**src/rtl/fetch_unit.sv**
```systemverilog
// Instruction fetch unit: a single-outstanding-request fetch FSM feeding a
// prefetch FIFO, with branch/jump redirect that flushes the buffer and drops
// any in-flight fetch.
module fetch_unit #(
   parameter int unsigned       ADDR_W   = 32,
   parameter int unsigned       DEPTH    = 4,
   parameter logic [ADDR_W-1:0] RESET_PC = '0
) (
   input  logic              clk,
   input  logic              rst,
   output logic              imem_req,
   output logic [ADDR_W-1:0] imem_addr,
   input  logic              imem_ack,
   input  logic [31:0]       imem_rdata,
   input  logic              br_en,
   input  logic [ADDR_W-1:0] br_pc,
   input  logic [15:0]       br_imm,
   input  logic              jmp_en,
   input  logic [ADDR_W-1:0] jmp_pc,
   input  logic [25:0]       jmp_idx,
   output logic              instr_valid,
   output logic [31:0]       instr,
   output logic [ADDR_W-1:0] instr_pc,
   input  logic              instr_ready
);

   localparam int unsigned       PTR_W   = $clog2(DEPTH);
   localparam int unsigned       CNT_W   = PTR_W + 1;
   localparam logic [CNT_W-1:0]  FULL    = CNT_W'(DEPTH);
   localparam logic [ADDR_W-1:0] LO_MASK = ADDR_W'(28'hFFF_FFFF);

   typedef enum logic [1:0] {S_IDLE, S_REQ, S_DROP} state_t;

   state_t              r_state;
   state_t              w_state_nxt;
   logic [ADDR_W-1:0]   r_fetch_pc;
   logic [ADDR_W-1:0]   r_addr;
   logic                r_req;
   logic [CNT_W-1:0]    r_count;
   logic [PTR_W-1:0]    r_head;
   logic [PTR_W-1:0]    r_tail;
   logic [31:0]         r_data [DEPTH];
   logic [ADDR_W-1:0]   r_pc   [DEPTH];

   logic [ADDR_W-1:0]   w_br_sext;
   logic [ADDR_W-1:0]   w_br_tgt;
   logic [ADDR_W-1:0]   w_jmp_seq;
   logic [ADDR_W-1:0]   w_jmp_tgt;
   logic [ADDR_W-1:0]   w_tgt;
   logic                w_redir;
   logic                w_push;
   logic                w_pop;
   logic [CNT_W-1:0]    w_count_nxt;
   logic [ADDR_W-1:0]   w_fetch_pc_nxt;

   // Redirect targets; jump wins when both are raised
   assign w_br_sext = {{(ADDR_W-16){br_imm[15]}}, br_imm};
   assign w_br_tgt  = br_pc + ADDR_W'(4) + (w_br_sext << 2);
   assign w_jmp_seq = jmp_pc + ADDR_W'(4);
   assign w_jmp_tgt = (w_jmp_seq & ~LO_MASK) | ADDR_W'({jmp_idx, 2'b00});
   assign w_redir   = br_en | jmp_en;
   assign w_tgt     = jmp_en ? w_jmp_tgt : w_br_tgt;

   // Buffer push/pop qualification; a redirect discards both
   assign w_push = (r_state == S_REQ) && imem_ack && !w_redir && (r_count != FULL);
   assign w_pop  = instr_valid && instr_ready && !w_redir;

   assign w_count_nxt    = w_redir ? '0 : (r_count + CNT_W'(w_push) - CNT_W'(w_pop));
   assign w_fetch_pc_nxt = w_redir ? w_tgt :
                           (w_push ? (r_fetch_pc + ADDR_W'(4)) : r_fetch_pc);

   // Fetch FSM state register
   always_ff @(posedge clk or negedge rst) begin
      if (!rst) r_state <= S_IDLE;
      else      r_state <= w_state_nxt;
   end

   // Fetch FSM next-state
   always_comb begin
      w_state_nxt = r_state;
      case (r_state)
         S_IDLE: begin
            if (!w_redir && (r_count < FULL)) w_state_nxt = S_REQ;
         end
         S_REQ: begin
            if (imem_ack) begin
               if (w_redir || (w_count_nxt < FULL)) w_state_nxt = S_REQ;
               else                                 w_state_nxt = S_IDLE;
            end else if (w_redir) begin
               w_state_nxt = S_DROP;
            end
         end
         S_DROP: begin
            if (imem_ack) w_state_nxt = S_REQ;
         end
         default: w_state_nxt = S_IDLE;
      endcase
   end

   // Fetch PC, registered request outputs and the prefetch FIFO
   always_ff @(posedge clk or negedge rst) begin
      if (!rst) begin
         r_fetch_pc <= RESET_PC;
         r_addr     <= RESET_PC;
         r_req      <= 1'b0;
         r_count    <= '0;
         r_head     <= '0;
         r_tail     <= '0;
         for (int unsigned i = 0; i < DEPTH; i++) begin
            r_data[PTR_W'(i)] <= '0;
            r_pc[PTR_W'(i)]   <= '0;
         end
      end else begin
         r_fetch_pc <= w_fetch_pc_nxt;
         r_count    <= w_count_nxt;
         r_req      <= (w_state_nxt != S_IDLE);
         // address only moves when a fresh request starts; DROP keeps the stale one
         if (w_state_nxt == S_REQ) r_addr <= w_fetch_pc_nxt;
         if (w_redir) begin
            r_head <= '0;
            r_tail <= '0;
         end else begin
            if (w_push) begin
               r_data[r_tail] <= imem_rdata;
               r_pc[r_tail]   <= r_fetch_pc;
               r_tail         <= r_tail + PTR_W'(1);
            end
            if (w_pop) r_head <= r_head + PTR_W'(1);
         end
      end
   end

   assign imem_req    = r_req;
   assign imem_addr   = r_addr;
   assign instr_valid = (r_count != '0);
   assign instr       = r_data[r_head];
   assign instr_pc    = r_pc[r_head];

endmodule
```
**config.mk**
```make
export PLATFORM = sky130hd
export DESIGN_NAME = fetch_unit
export DESIGN_NICKNAME = d
export VERILOG_FILES = /design/src/rtl/fetch_unit.sv
export SDC_FILE = /design/constraint.sdc
export NUM_CORES = 1
export LEC_CHECK = 0
export CORE_MARGIN = 3
export CORE_UTILIZATION = 50
export DETAILED_ROUTE_END_ITERATION = 8
export GPL_TIMING_DRIVEN = 0
export HOLD_SLACK_MARGIN = 0.06
export PLACE_DENSITY = 0.74
export SETUP_SLACK_MARGIN = 0.05
export SKIP_CTS_REPAIR_TIMING = 1
export SLEW_MARGIN = 10
export SYNTH_ARGS = -nofsm -noshare
export SYNTH_HDL_FRONTEND = slang
export SYNTH_SLANG_ARGS = --single-unit
export TNS_END_PERCENT = 5
```
**constraint.sdc**
```tcl
create_clock -name clk -period 4.4 [get_ports clk]
set_clock_uncertainty 0.15 [all_clocks]
set_input_delay 0.44 -clock clk [delete_from_list [all_inputs] [get_ports clk]]
set_output_delay 0.44 -clock clk [all_outputs]
set_load 0.05 [all_outputs]
```
Word level (Yosys, flattened, before mapping)
Cells that the tools add are included.
- mux-type cells: 24
- order comparisons: 5
- add/subtract/negate cells: 8
- equal/unequal tests: 4
- reduce and logical (&&, ||, !) cells: 15
- bitwise gates (word level): 5
- operator list (cell ; count):
    bitwise mux 128 bit ; 2
    2-to-1 mux 32 bit ; 8
    binary-select mux 32 bit (select 2 bit) ; 2
    adder 32 x 3 -> 32 bit (second input constant) ; 3
    demux 32 bit (select 2 bit) ; 1
    adder 32 bit ; 1
    bitwise OR 32 x 28 -> 32 bit ; 1
    2-to-1 mux 2 bit ; 8
    logical AND 1 bit ; 7
    >= comparator 3 bit (second input constant) ; 2
    < comparator 3 bit (second input constant) ; 2
    NOT 2 -> 3 bit ; 2
    case mux 2 bit (3 select lines) ; 1
    nonzero test 2 bit ; 3
    adder 2 x 1 -> 2 bit (second input constant) ; 2
    equality test 2 x 1 -> 1 bit (second input constant) ; 2
    adder 3 x 1 -> 3 bit ; 1
    < comparator 3 x 1 -> 1 bit (second input constant) ; 1
    2-to-1 mux 3 bit ; 1
    != test 3 bit (second input constant) ; 1
    nonzero test 3 bit ; 1
    subtractor 3 x 1 -> 3 bit ; 1
    equality test 2 bit (second input constant) ; 1
    logical NOT 2 bit ; 1
    6 further kinds ; 6
- output and inout port bits: 98
- bits in registers: 330
- input bits: 144
- word-level logic and storage cells: 76

Depth between registers and ports, before layout
Gate-level depths: netlist of the first run.
- depth after elaboration: 13
- gate-level depth with buffers: 19
- gate-level depth less buffers: 16

Worst setup path after synthesis of the first run
OpenSTA, ideal clock, no wires.
- path kind: in2reg
- start point: in jmp_en
- end point: reg r_addr[10], in the netlist imem_addr[10]
- data arrival time: 4.168 ns
- path buffers: 3
- cell stages on the path: 17
- slack: -0.043 ns
- setup time: 0.125 ns
- required time: 4.125 ns
- cells stage by stage: buf_6 > or4b_4 > nor3b_1 > clkbuf_1 > inv_1 > ha_1 > inv_1 > ha_1 > inv_1 > fa_1 > xor2_1 > xnor2_1 > nor2_1 > o21a_1 > o21ai_1 > clkbuf_1 > mux2_2
- longest elaborated chain between the ends: 13
- elaborated cells between the ends (all ways): 20
- those cells by class: 2 x add/sub; 1 x order compare; 1 x eq/ne; 9 x mux; 1 x bitwise; 6 x reduce/logical
- ends and longest elaborated chain (element ; line ; source):
    from (decl) ; 18 ; input logic jmp_en,
    bitwise OR 1 bit (*) ; 61 ; assign w_redir = br_en | jmp_en;
    logical NOT 1 bit ; 65, 66 ;
    logical AND 1 bit (2 in a row) ; 65 ; assign w_push = (r_state == S_REQ) && imem_ack && !w_redir && (r_count != FULL);
    adder 3 x 1 -> 3 bit ; 68 ; assign w_count_nxt = w_redir ? '0 : (r_count + CNT_W'(w_push) - CNT_W'(w_pop));
    subtractor 3 x 1 -> 3 bit ; 68 ;
    2-to-1 mux 3 bit (*) ; 68 ;
    named net w_count_nxt[2] ; 53 ; logic [CNT_W-1:0] w_count_nxt;
    < comparator 3 bit (*) ; 87 ; if (w_redir || (w_count_nxt < FULL)) w_state_nxt = S_REQ;
    logical OR 1 bit (*) ; 87 ;
    2-to-1 mux 1 bit (*) ; 87 ;
    2-to-1 mux 2 bit (*) ; 86 ; if (imem_ack) begin
    case mux 2 bit (3 select lines) (*) ; 81 ; case (r_state)
    equality test 2 x 1 -> 1 bit (*) ; 118 ; if (w_state_nxt == S_REQ) r_addr <= w_fetch_pc_nxt;
    to (signal assigned) ; 118 ;
    to (decl) ; 37 ; logic [ADDR_W-1:0] r_addr;
Mark *: on every way through the listed nets, which the timed path passes. The rest lies on a longest branch.
A chain may end at the register's enable or synchronous reset.

Worst setup path in the final report of the first run
- start point: reg r_head[0]
- end point: out instr[28]
- longest elaborated chain between the ends: 4
- ends and longest elaborated chain (element ; line ; source):
    from (decl) ; 40 ; logic [PTR_W-1:0] r_head;
    from (signal assigned) ; 128 ; if (w_pop) r_head <= r_head + PTR_W'(1);
    NOT 2 -> 3 bit (implied by the code) ; 136 ; assign instr = r_data[r_head];
    binary-select mux 32 bit (select 2 bit) ; 136 ;
    2-to-1 mux 32 bit (implied by the code) (2 in a row) ; 136 ;
    to (decl) ; 22 ; output logic [31:0] instr,
No other way between the ends. The select of a mux whose other input is x is not followed.

==> results by group, run 1 <==
Global routing
  – Vias in the first global route: 12,110
  – First-pass GRT wire length: 65.29 mm
  – Tot GR Track Use: 22.89%
  – Initial antenna violation count: 1
  – Gr ovfl total: 0
  – Largest net degree at the start of global routing: 100

Placed design
  – Placer Congestion: 0.8752
  – DP HPWL: 29.94 mm
  – Placed Cells: 1,963
  – Port Buf Inserts: 238

Pwr
  – Worst VDD drop: 0.0004510 V
  – Leak: 9.494 nW
  – Int Pwr: 0.006938 W
  – Cell area power density: 522.4 nW/um^2
  – Clock power frac: 26.3%
  – Switching Fraction: 36.75%
  – Comb pwr share: 38.1%
  – Switch Pwr: 0.004031 W
  – Seq pwr share: 35.6%
  – Tot Pwr: 0.01097 W

Worst setup path
  – Crit Path Max Fanout: 10
  – Reg2Reg Depth: 16
  – Nature of the critical path endpoint: output pin
  – Most frequent CP cell: buf_1
  – CP max stage cell: buf_1
  – Max incr delay on CP: 0.75 ns
  – CP startpoint kind: register
  – WP data required: 3.81 ns
  – Critical-path cell list: buf_1, buf_1, mux4_2, clkdlybuf4s50_1
  – Critical path class: register to output pin
  – Arr. time, crit path: 3.63 ns

Logic synthesis
  – EDFF count, synth: 0
  – Syn Inst Count: 1,280
  – Register area share after synthesis: 49.33%
  – Synthesized Nets: 1,490
  – Distinct cells, synth: 67
  – Post-synth ARST share: 100.0%
  – Yosys warns: 0
  – Largest cells by area after synthesis: dfrtp_1, mux2_2, mux4_2
  – Yosys top cell by area: dfrtp_1
  – Ys flop type: dfrtp_1
  – Syn Area/Cell: 13.08 um^2
  – Top-count cell post-synth: dfrtp_1
  – Synth top cells by count: dfrtp_1, mux2_2, nand2_1
  – Flops & latches, synth: 330
  – Top cell type's share of synthesized area: 49.33%
  – Post-Syn Area: 16,740 um^2

Detailed routing
  – Via count: 11,630
  – Routed len/inst: 20.36 um
  – Vias per inst: 5.719
  – Final WL: 41.39 mm
  – DRC viols: 0
  – Initial DRC Count: 609
  – Post-route ant nets: 0
  – Pre-antenna DRT Iters: 5

CTS
  – TritonCTS Buffers: 36
  – Clk pin slew, worst setup/hold paths: 0.06 ns
  – Clk root buf: clkbuf_16
  – CTS sink count: 330
  – H-tree depth: 2
  – CTS tree: done
  – CTS Buffer Depth: 3
  – Skew-Pair Late Insertion Delay: 0.51 ns

Worst hold path
  – Hold-critical path depth: 2
  – Hold Crit Class: input port to register

Floorplanning
  – Initial Util: 51.06%
  – IO Pins: 242
  – Chip Width: 189.0 um
  – Total die area: 35,710 um^2
  – Vert. Die Dim: 189.0 um
  – Core ar.: 32,780 um^2
  – Rows: 66

Timing
  – RSZ-0062 raised after global routing: true
  – Final Critical Period: 4.221 ns
  – Final setup fails: 0
  – Fmax: 0.2369 GHz
  – Period utilization: 95.94%
  – Slew Viols, Final: 0
  – Fin. Hold Viols: 0
  – Relative slew slack: 39.09%
  – Worst slew pin tran: 0.9137 ns

Cells and area
  – Layout cell share with drive strength beyond 1: 27.59%
  – Fin nets: 1,774
  – Final std cells w/o fill: 2,033
  – Layout overhead on the synthesized area: 25.44%
  – Diode count: 0

Run status
  – Status: complete, no violations

Run
  – Max-cap viol count: 0
layer usage:
metal / up-vias / global-route usage [%] / part of all wire, %
li1: 5306 / - / -
met1: 5881 / 31.51 / 44
met2: 366 / 38.29 / 48
met3: 72 / 3.351 / 5.3
met4: 2 / 6.302 / 2.6
met5: - / 0 / 0.031
worst max-delay path, delay by kind of cell (launching register included):
family                 cells  cell delay (ns)
buffers and inverters      3             2.11
DFF                        1             0.37
muxes                      1             0.62
layout by cell type (no fill, tap or decap), types with 13 or more instances in the layout:
| master | n |
|---|---|
| o21ai_0 | 35 |
| mux2_2 | 283 |
| dfrtp_1 | 329 |
| nand3_1 | 20 |
| xor2_1 | 22 |
| ha_1 | 64 |
| clkbuf_1 | 62 |
| clkbuf_16 | 37 |
| clkdlybuf4s50_1 | 236 |
| inv_1 | 24 |
| a211oi_1 | 13 |
| a21oi_1 | 38 |
| xnor2_1 | 24 |
| mux4_2 | 64 |
| nand4_1 | 20 |
| nor2_1 | 67 |
| nand2_1 | 70 |
state kept, by name, summed over array words and instances, names as in the netlist:
name and flops:
r_head 2, r_fetch_pc 32, r_tail 2, r_state 2, r_count 3, r_data 128, r_pc 128, imem_addr 32
imem_req 1
logic make-up after synthesis:
family          after synthesis  share of synthesized area (%)
mux                         352                          27.95
buf+inv                      93                          2.145
flops                       330                          49.33
xor+xnor                     47                          2.459
fa+ha+maj                    66                          5.023
compound gates              159                          6.308
simple gates                233                          6.779
area by class of cell:
type	count	area [um^2]
buffer	69	292.8
clock buffer	58	1085
clock inverter	7	48.80
fill	2588	11790
inverter	24	90.09
multi-input combinational	857	8157
sequential	330	8259
tap	442	553.0
timing repair buffer	246	2512
power groups by stage:
| stage | clock [W] | sequential [W] | combinational, W |
|---|---|---|---|
| 2_1_floorplan | 0 | 0.00430 | 0.00232 |
| 3_3_place_gp | 0 | 0.00392 | 0.00411 |
| 3_5_place_dp | 0 | 0.00393 | 0.00417 |
| 4_1_cts | 0.00294 | 0.00390 | 0.00418 |
| 5_1_grt | 0.00306 | 0.00396 | 0.00439 |
| 6_report | 0.00289 | 0.00390 | 0.00418 |
path summary, 6_finish.rpt:
kind                                               start  slack [ns]                         to
min in group asynchronous                            rst        0.36    r_data[119]$_DFFE_PN0P_
max in group asynchronous                            rst        2.48  imem_addr[27]$_DFFE_PN0N_
worst max-delay path               r_head[0]$_DFFE_PN0P_        0.18                  instr[28]
worst min-delay path                              jmp_en        0.17   r_fetch_pc[26]$_DFF_PN0_
worst min register to register  imem_addr[0]$_DFFE_PN0N_        0.32   imem_addr[0]$_DFFE_PN0N_
worst max register to register      r_state[1]$_DFF_PN0_        0.20   imem_addr[9]$_DFFE_PN0N_
stage by stage:
stage	setup WS [ns]	hold WS (ns)	util (%)	TNS, ns	instance area [um^2]
after global routing	-0.1030	0.1622	64.05	-1.303	21000
after CTS	-0.9795	-0.2102	63.74	-25.33	20900
after detailed placement	-1.491	0.3094	60.29	-42.26	19760
final	0.1787	0.1745	64.05	0	21000
after global placement	-11.24	0.3024	60.02	-3739.24	19680
after floorplan	-0.02926	-0.005591	-	-0.2341	16740
Power figures use the tool's default switching activity.
==> run 2, diff against run 1 <==
- CORE_UTILIZATION: 50 -> 35
- PLACE_DENSITY: 0.74 -> 0.55
==> run 2 against run 1 <==
- sequential power about the same
- worst hold slack worse by 0.072 ns
- die area up 41%
- clock power up 10%
- register-to-register slack better by 0.02 ns
- maximum frequency up 1.1%
- flip-flop and latch count unchanged
- critical endpoint is now imem_addr[30]$_DFFE_PN0N_
- largest cell class unchanged
==> results by group, run 2 (synthesized netlist as in run 1, its figures left out) <==
Floorplanning
  – Rows: 79 (was 66)
  – Initial Util: 35.73% (was 51.06%)
  – Chip Width: 224.7 um (was 189.0 um)
  – IO Pins: 242 (unchanged)
  – Vert. Die Dim: 224.7 um (was 189.0 um)
  – Core ar.: 46,850 um^2 (was 32,780 um^2)
  – Total die area: 50,490 um^2 (was 35,710 um^2)

Detailed routing
  – Via count: 11,470 (was 11,630)
  – Final WL: 44.77 mm (was 41.39 mm)
  – Vias per inst: 5.218 (was 5.719)
  – Post-route ant nets: 0 (unchanged)
  – Pre-antenna DRT Iters: 5 (unchanged)
  – Routed len/inst: 20.37 um (was 20.36 um)
  – Initial DRC Count: 577 (was 609)
  – DRC viols: 0 (unchanged)

Global routing
  – Initial antenna violation count: 2 (was 1)
  – Largest net degree at the start of global routing: 111 (was 100)
  – First-pass GRT wire length: 70.24 mm (was 65.29 mm)
  – Vias in the first global route: 12,290 (was 12,110)
  – Gr ovfl total: 0 (unchanged)
  – Tot GR Track Use: 17.81% (was 22.89%)

CTS
  – Clk root buf: clkbuf_16 (unchanged)
  – H-tree depth: 2 (unchanged)
  – CTS Buffer Depth: 3 (unchanged)
  – Skew-Pair Late Insertion Delay: 0.56 ns (was 0.51 ns)
  – CTS tree: done (unchanged)
  – CTS sink count: 330 (unchanged)
  – TritonCTS Buffers: 39 (was 36)
  – Clk pin slew, worst setup/hold paths: 0.06 ns (about the same)

Cells and area
  – Layout cell share with drive strength beyond 1: 27.99% (was 27.59%)
  – Most frequent cells in the layout: dfrtp_1, mux2_2, clkdlybuf4s50_1 (unchanged)
  – Largest regs: r_data: 128 flops, r_pc: 128 flops (unchanged)
  – Final std cells w/o fill: 2,198 (was 2,033)
  – Fin nets: 1,777 (was 1,774)
  – Area of the multi-input gates: 8144 um^2 (was 8157 um^2)
  – FILL cells: 4,361 (was 2,588)
  – Layout overhead on the synthesized area: 27.33% (was 25.44%)
  – Register Area: 8259 um^2 (unchanged)
  – Design Area, Final: 21,310 um^2 (was 21,000 um^2)
  – Commonest non-fill, non-tap cell in the layout: dfrtp_1 (unchanged)

Pwr
  – Seq pwr share: 34.6% (was 35.6%)
  – Cell area power density: 529.3 nW/um^2 (was 522.4 nW/um^2)
  – Worst VDD drop: 0.0002855 V (was 0.0004510 V)
  – Switching Fraction: 36.52% (was 36.75%)
  – Int Pwr: 0.007163 W (was 0.006938 W)
  – Clock power frac: 28.3% (was 26.3%)
  – Leak: 9.565 nW (was 9.494 nW)
  – Switch Pwr: 0.004120 W (was 0.004031 W)
  – Comb pwr share: 37.1% (was 38.1%)

Worst setup path
  – CP bufs+invs: 6 (was 3)
  – RR Endpoint: imem_addr[30]$_DFFE_PN0N_ (was imem_addr[9]$_DFFE_PN0N_)
  – Critical path depth: 17 (was 4)
  – CP Capture Point: imem_addr[30]$_DFFE_PN0N_ (was instr[28])
  – Critical-path cell list: or4b_4, nor3b_2, buf_4, inv_1, ha_1, inv_1, ha_1, inv_1, fa_1, xor2_1, xnor2_1, nor2_1, o21a_1, o21ai_4, inv_1, buf_4, o31ai_1 (was buf_1, buf_1, mux4_2, clkdlybuf4s50_1)
  – Worst Setup SP: r_state[1]$_DFF_PN0_ (was r_head[0]$_DFFE_PN0P_)
  – Most frequent CP cell: inv_1 (was buf_1)
  – FF-to-FF Start: r_state[1]$_DFF_PN0_ (unchanged)
  – Arr. time, crit path: 4.46 ns (was 3.63 ns)
  – CP startpoint kind: register (unchanged)
  – Crit Path Max Fanout: 10 (unchanged)
  – Reg2Reg Depth: 17 (was 16)
  – CP delay by family, top: compound AO/OA/AOI/OAI gates (was buffers and inverters)
  – CP max stage cell: or4b_4 (was buf_1)
  – Critical path class: register to register (was register to output pin)
  – R2R Setup Slk: 0.22 ns (was 0.20 ns)
  – Nature of the critical path endpoint: register (was output pin)
  – WP data required: 4.69 ns (was 3.81 ns)
  – Max incr delay on CP: 0.54 ns (was 0.75 ns)

Timing
  – Slew Viols, Final: 0 (unchanged)
  – Relative slew slack: 39.15% (was 39.09%)
  – WHS: 0.1028 ns (was 0.1745 ns)
  – Fmax: 0.2395 GHz (was 0.2369 GHz)
  – Period utilization: 94.91% (was 95.94%)
  – Final setup fails: 0 (unchanged)
  – RSZ-0062 raised after global routing: true (unchanged)
  – Final Critical Period: 4.176 ns (was 4.221 ns)
  – Worst slew pin tran: 0.9128 ns (was 0.9137 ns)
  – Fin. Hold Viols: 0 (unchanged)
  – Final setup TNS: 0 ns (unchanged)
  – Final WS setup: 0.2238 ns (was 0.1787 ns)

Placed design
  – Placed Cells: 2,128 (was 1,963)
  – Place WS: -1.394 ns (was -1.491 ns)
  – Placer Congestion: 0.9247 (was 0.8752)
  – DP HPWL: 32.14 mm (was 29.94 mm)
  – Port Buf Inserts: 238 (unchanged)
  – Area post-placement: 19,970 um^2 (was 19,760 um^2)

Run
  – Max-cap viol count: 0 (unchanged)

Run status
  – Status: complete, no violations (unchanged)

Worst hold path
  – Hold Crit Class: input port to register (unchanged)
[run 2: worst min-delay path by stage]
stage | start | end | cells past startpoint
after floorplan | rst | imem_addr[0]$_DFFE_PN0N_ | 0
after global placement | imem_addr[0]$_DFFE_PN0N_ | imem_addr[0]$_DFFE_PN0N_ | 2
after detailed placement | rst | r_data[89]$_DFFE_PN0P_ | 1
after CTS | rst | r_data[89]$_DFFE_PN0P_ | 1
after global routing | jmp_en | r_fetch_pc[26]$_DFF_PN0_ | 2
final | jmp_en | r_fetch_pc[26]$_DFF_PN0_ | 2
[run 2: area by class of cell]
cell class,instances,area share (%)
flip-flops and latches,330,38.75
multi-input cells,857,38.21
repair buffers,246,11.79
clock buffers,53,5.160
well taps,607,3.563
plain buffers,69,1.385
clock inverters,11,0.7103
inverters,24,0.4227
diodes,1,0.01174
[run 2: stage by stage]
| step | util, % | power, W |
|---|---|---|
| floorplan | - | 0.006615 |
| global placement | 42.44 | 0.008107 |
| detailed placement | 42.62 | 0.008143 |
| CTS | 45.29 | 0.01141 |
| global route | 45.49 | 0.01180 |
| finish | 45.49 | 0.01128 |
[run 2: power by group through the flow]
stage               Combinational (W)  Sequential, W  Clock (W)
finish                        0.00418        0.00390    0.00319
global route                  0.00442        0.00397    0.00341
CTS                           0.00421        0.00390    0.00330
detailed placement            0.00420        0.00395          0
global placement              0.00416        0.00394          0
floorplan                     0.00232        0.00430          0
[run 2: worst reg2reg max path: stages (launching register included)]
cell,delay [ns]
dfrtp_2,0.44
or4b_4,0.54
nor3b_2,0.18
buf_4,0.18
inv_1,0.13
ha_1,0.29
inv_1,0.06
ha_1,0.13
inv_1,0.05
fa_1,0.37
xor2_1,0.18
xnor2_1,0.14
nor2_1,0.07
o21a_1,0.23
o21ai_4,0.31
inv_1,0.11
buf_4,0.21
o31ai_1,0.30
[run 2: metal layers]
metal  vias up  share of wire, %  track usage (%)
met2       285                48            29.71
li1       5331                 -                -
met3        54               4.8            3.367
met4         2               1.9            4.675
met5         -             0.045                0
met1      5798                46            24.01
==> RTL edit: new RTL, settings of run 1 <==
Encoding of `state_t`: now one-hot (3 bits for 3 states).
--- a/src/rtl/fetch_unit.sv
+++ b/src/rtl/fetch_unit.sv
@@ -29,7 +29,7 @@
    localparam logic [CNT_W-1:0]  FULL    = CNT_W'(DEPTH);
    localparam logic [ADDR_W-1:0] LO_MASK = ADDR_W'(28'hFFF_FFFF);
 
-   typedef enum logic [1:0] {S_IDLE, S_REQ, S_DROP} state_t;
+   typedef enum logic [2:0] {S_IDLE = 3'b001, S_REQ = 3'b010, S_DROP = 3'b100} state_t;
 
    state_t              r_state;
    state_t              w_state_nxt;
Behaviour: same outputs for any inputs over 4 cycles, from zero or initial values and one cycle with rst low; so few cycles prove little.
==> RTL edit against run 1 <==
- sequential cell count rose by 1
- design area rose by 1.6%
- area after synthesis rose by 2.3%
- wire length rose by 6.1%
- count of clock-buffer cells in the layout fell by 1
- synthesized cell count rose by 6.3%
- total power fell by 19%
- die area rose by 2.2%
- worst setup slack improved by 0.0018 ns
- critical endpoint is now instr_pc[17]
==> RTL edit: results <==
# TYPE chip_impl_metric gauge
chip_impl_metric{name="critPathMaxStageDelay",unit="ns"} 0.77
chip_impl_metric{name="dpl.hpwl",unit="mm"} 32.3
chip_impl_metric{name="netlist-cell-type-count",unit=""} 68
chip_impl_metric{name="number_of_buffers_created_by_cts",unit=""} 35
chip_impl_metric{name="detail_route.wirelength",unit="mm"} 43.9
chip_impl_metric{name="clock_latency_of_the_later_clocked_register_in_the_worst_skew_pair",unit="ns"} 0.51
chip_impl_metric{name="ir_worst_vdd",unit="mV"} 0.254
chip_impl_metric{name="synth.yosys.seq_area_share",unit="%"} 48.4
chip_impl_metric{name="dpl-instance-area",unit="um2"} 20200
chip_impl_metric{name="timing_worst_slew_pin_value",unit="ns"} 0.930
chip_impl_metric{name="power.leakage",unit="nW"} 9.79
chip_impl_info{name="run_status",value="completed"} 1
chip_impl_info{name="synth_top_cells_by_count",value="sky130_fd_sc_hd__dfrtp_1 (330), sky130_fd_sc_hd__mux2_2 (241), sky130_fd_sc_hd__nand2_1 (87), sky130_fd_sc_hd__ha_1 (64), sky130_fd_sc_hd__mux4_2 (64)"} 1
chip_impl_metric{name="postSynthCellCount",unit=""} 1360
chip_impl_info{name="synth.top_cells.by_area",value="sky130_fd_sc_hd__dfrtp_1 (48%), sky130_fd_sc_hd__mux2_2 (16%), sky130_fd_sc_hd__mux4_2 (8.4%)"} 1
chip_impl_metric{name="clk_pin_slew",unit="ns"} 0.06
chip_impl_metric{name="syn_nets",unit=""} 1570
chip_impl_metric{name="numPortBuffers",unit=""} 239
chip_impl_metric{name="place.gp.congestion",unit=""} 0.901
chip_impl_metric{name="initialDrtViolationCount",unit=""} 684
chip_impl_info{name="largest_registers",value="r_data: 128 flops, r_pc: 128 flops"} 1
chip_impl_info{name="worst_path_max_delay_cell",value="sky130_fd_sc_hd__clkdlybuf4s50_1"} 1
chip_impl_metric{name="drive_above_1_share",unit="%"} 24.4
chip_impl_metric{name="wirelength_per_cell",unit="um"} 20.8
chip_impl_info{name="min_path_type",value="input pin to async pin"} 1
chip_impl_info{name="timing.critical_path.max_delay_family",value="buffers and inverters"} 1
chip_impl_metric{name="first_global_vias",unit=""} 12682
chip_impl_metric{name="placed_cells_incl_taps",unit=""} 2050
chip_impl_metric{name="fill_cells",unit=""} 2541
chip_impl_metric{name="maximum_number_of_pins_on_one_net_before_global_route_repair",unit=""} 109
chip_impl_metric{name="finalMaxSlewViolations",unit=""} 0
chip_impl_metric{name="total_nets_final",unit=""} 1849
chip_impl_metric{name="first_pass_grt_wire_length",unit="mm"} 68.7
chip_impl_metric{name="post_drt_via_cell_ratio",unit=""} 5.75
chip_impl_metric{name="grt_usage",unit="%"} 24.0
chip_impl_metric{name="antenna_cells",unit=""} 0
chip_impl_metric{name="firstDrtPassIters",unit=""} 5
## RTL edit: cell families (layout without fill, tap and decap cells)
group                    count (synthesis)  in the layout  synth area share (%)
AO/OA/AOI/OAI                          183            183                  7.13
flip-flops                             331            331                  48.4
AND/OR/NAND/NOR                        277            277                  7.84
buffers and inverters                  119            422                  2.84
adder cells (fa/ha/maj)                 66             66                  4.91
multiplexers                           344            344                  26.8
XOR/XNOR                                40             40                  2.13
## RTL edit: final timing paths
check	start	endpoint	slack, ns	cells past startpoint
worst max register to register	r_state[2]$_DFF_PN0_	imem_addr[18]$_DFFE_PN0N_	0.26	17
worst max-delay path	r_head[0]$_DFFE_PN0P_	instr_pc[17]	0.18	4
worst min-delay path	rst	r_data[104]$_DFFE_PN0P_	0.33	2
min in group clk	imem_addr[0]$_DFFE_PN0N_	imem_addr[0]$_DFFE_PN0N_	0.33	2
worst min register to register	imem_addr[0]$_DFFE_PN0N_	imem_addr[0]$_DFFE_PN0N_	0.33	2
max in group asynchronous	rst	r_fetch_pc[1]$_DFF_PN0_	2.54	4
## RTL edit: metrics by stage
step	TNS, ns	setup slack [ns]	utilization [%]	power (W)
after global routing	-2.06	-0.101	63.5	0.00922
after CTS	-0.800	-0.0833	63.4	0.00893
after floorplan	0	0.593	-	0.00500
final	0	0.180	63.5	0.00887
after global placement	-3660.06	-11.08	59.7	0.00591
after detailed placement	-10.18	-0.485	60.0	0.00595
## RTL edit: worst reg2reg max path, delay by kind of cell, from the launching register on
family / cells / cell delay, ns
buffers and inverters: 6 / 1.05
AOI/OAI and AO/OA: 2 / 0.57
DFF: 1 / 0.35
adders and majority gates: 3 / 0.81
xor gates and xnor gates: 1 / 0.21
and+or+nand+nor: 5 / 0.92
## RTL edit: where the power goes
| part | leakage, nW | internal (W) | switching (W) | total (W) |
|---|---|---|---|---|
| logic | 4.76 | 0.000915 | 0.00148 | 0.00240 |
| clock network | 0.570 | 0.00181 | 0.00116 | 0.00297 |
| registers | 4.45 | 0.00330 | 0.000210 | 0.00351 |
| total | 9.79 | 0.00602 | 0.00285 | 0.00887 |
## RTL edit: area by class of cell
type                    instances  area, um2  share of cell area, %
multi-input cells             910       8350                   39.1
repair buffers                243       2490                   11.7
clock buffers                  57       1090                   5.11
plain buffers                  86        367                   1.72
clock inverters                 4       70.1                  0.328
inverters                      32        120                  0.563
well taps                     448        561                   2.63
flip-flops and latches        331       8280                   38.8
## RTL edit: routing by layer
metal	global-route usage (%)	share of wire, %	up-vias
li1	-	-	5603
met3	3.70	5.3	59
met2	40.9	49	364
met1	32.2	43	6107
met4	6.92	2.5	2
met5	0	0.027	-
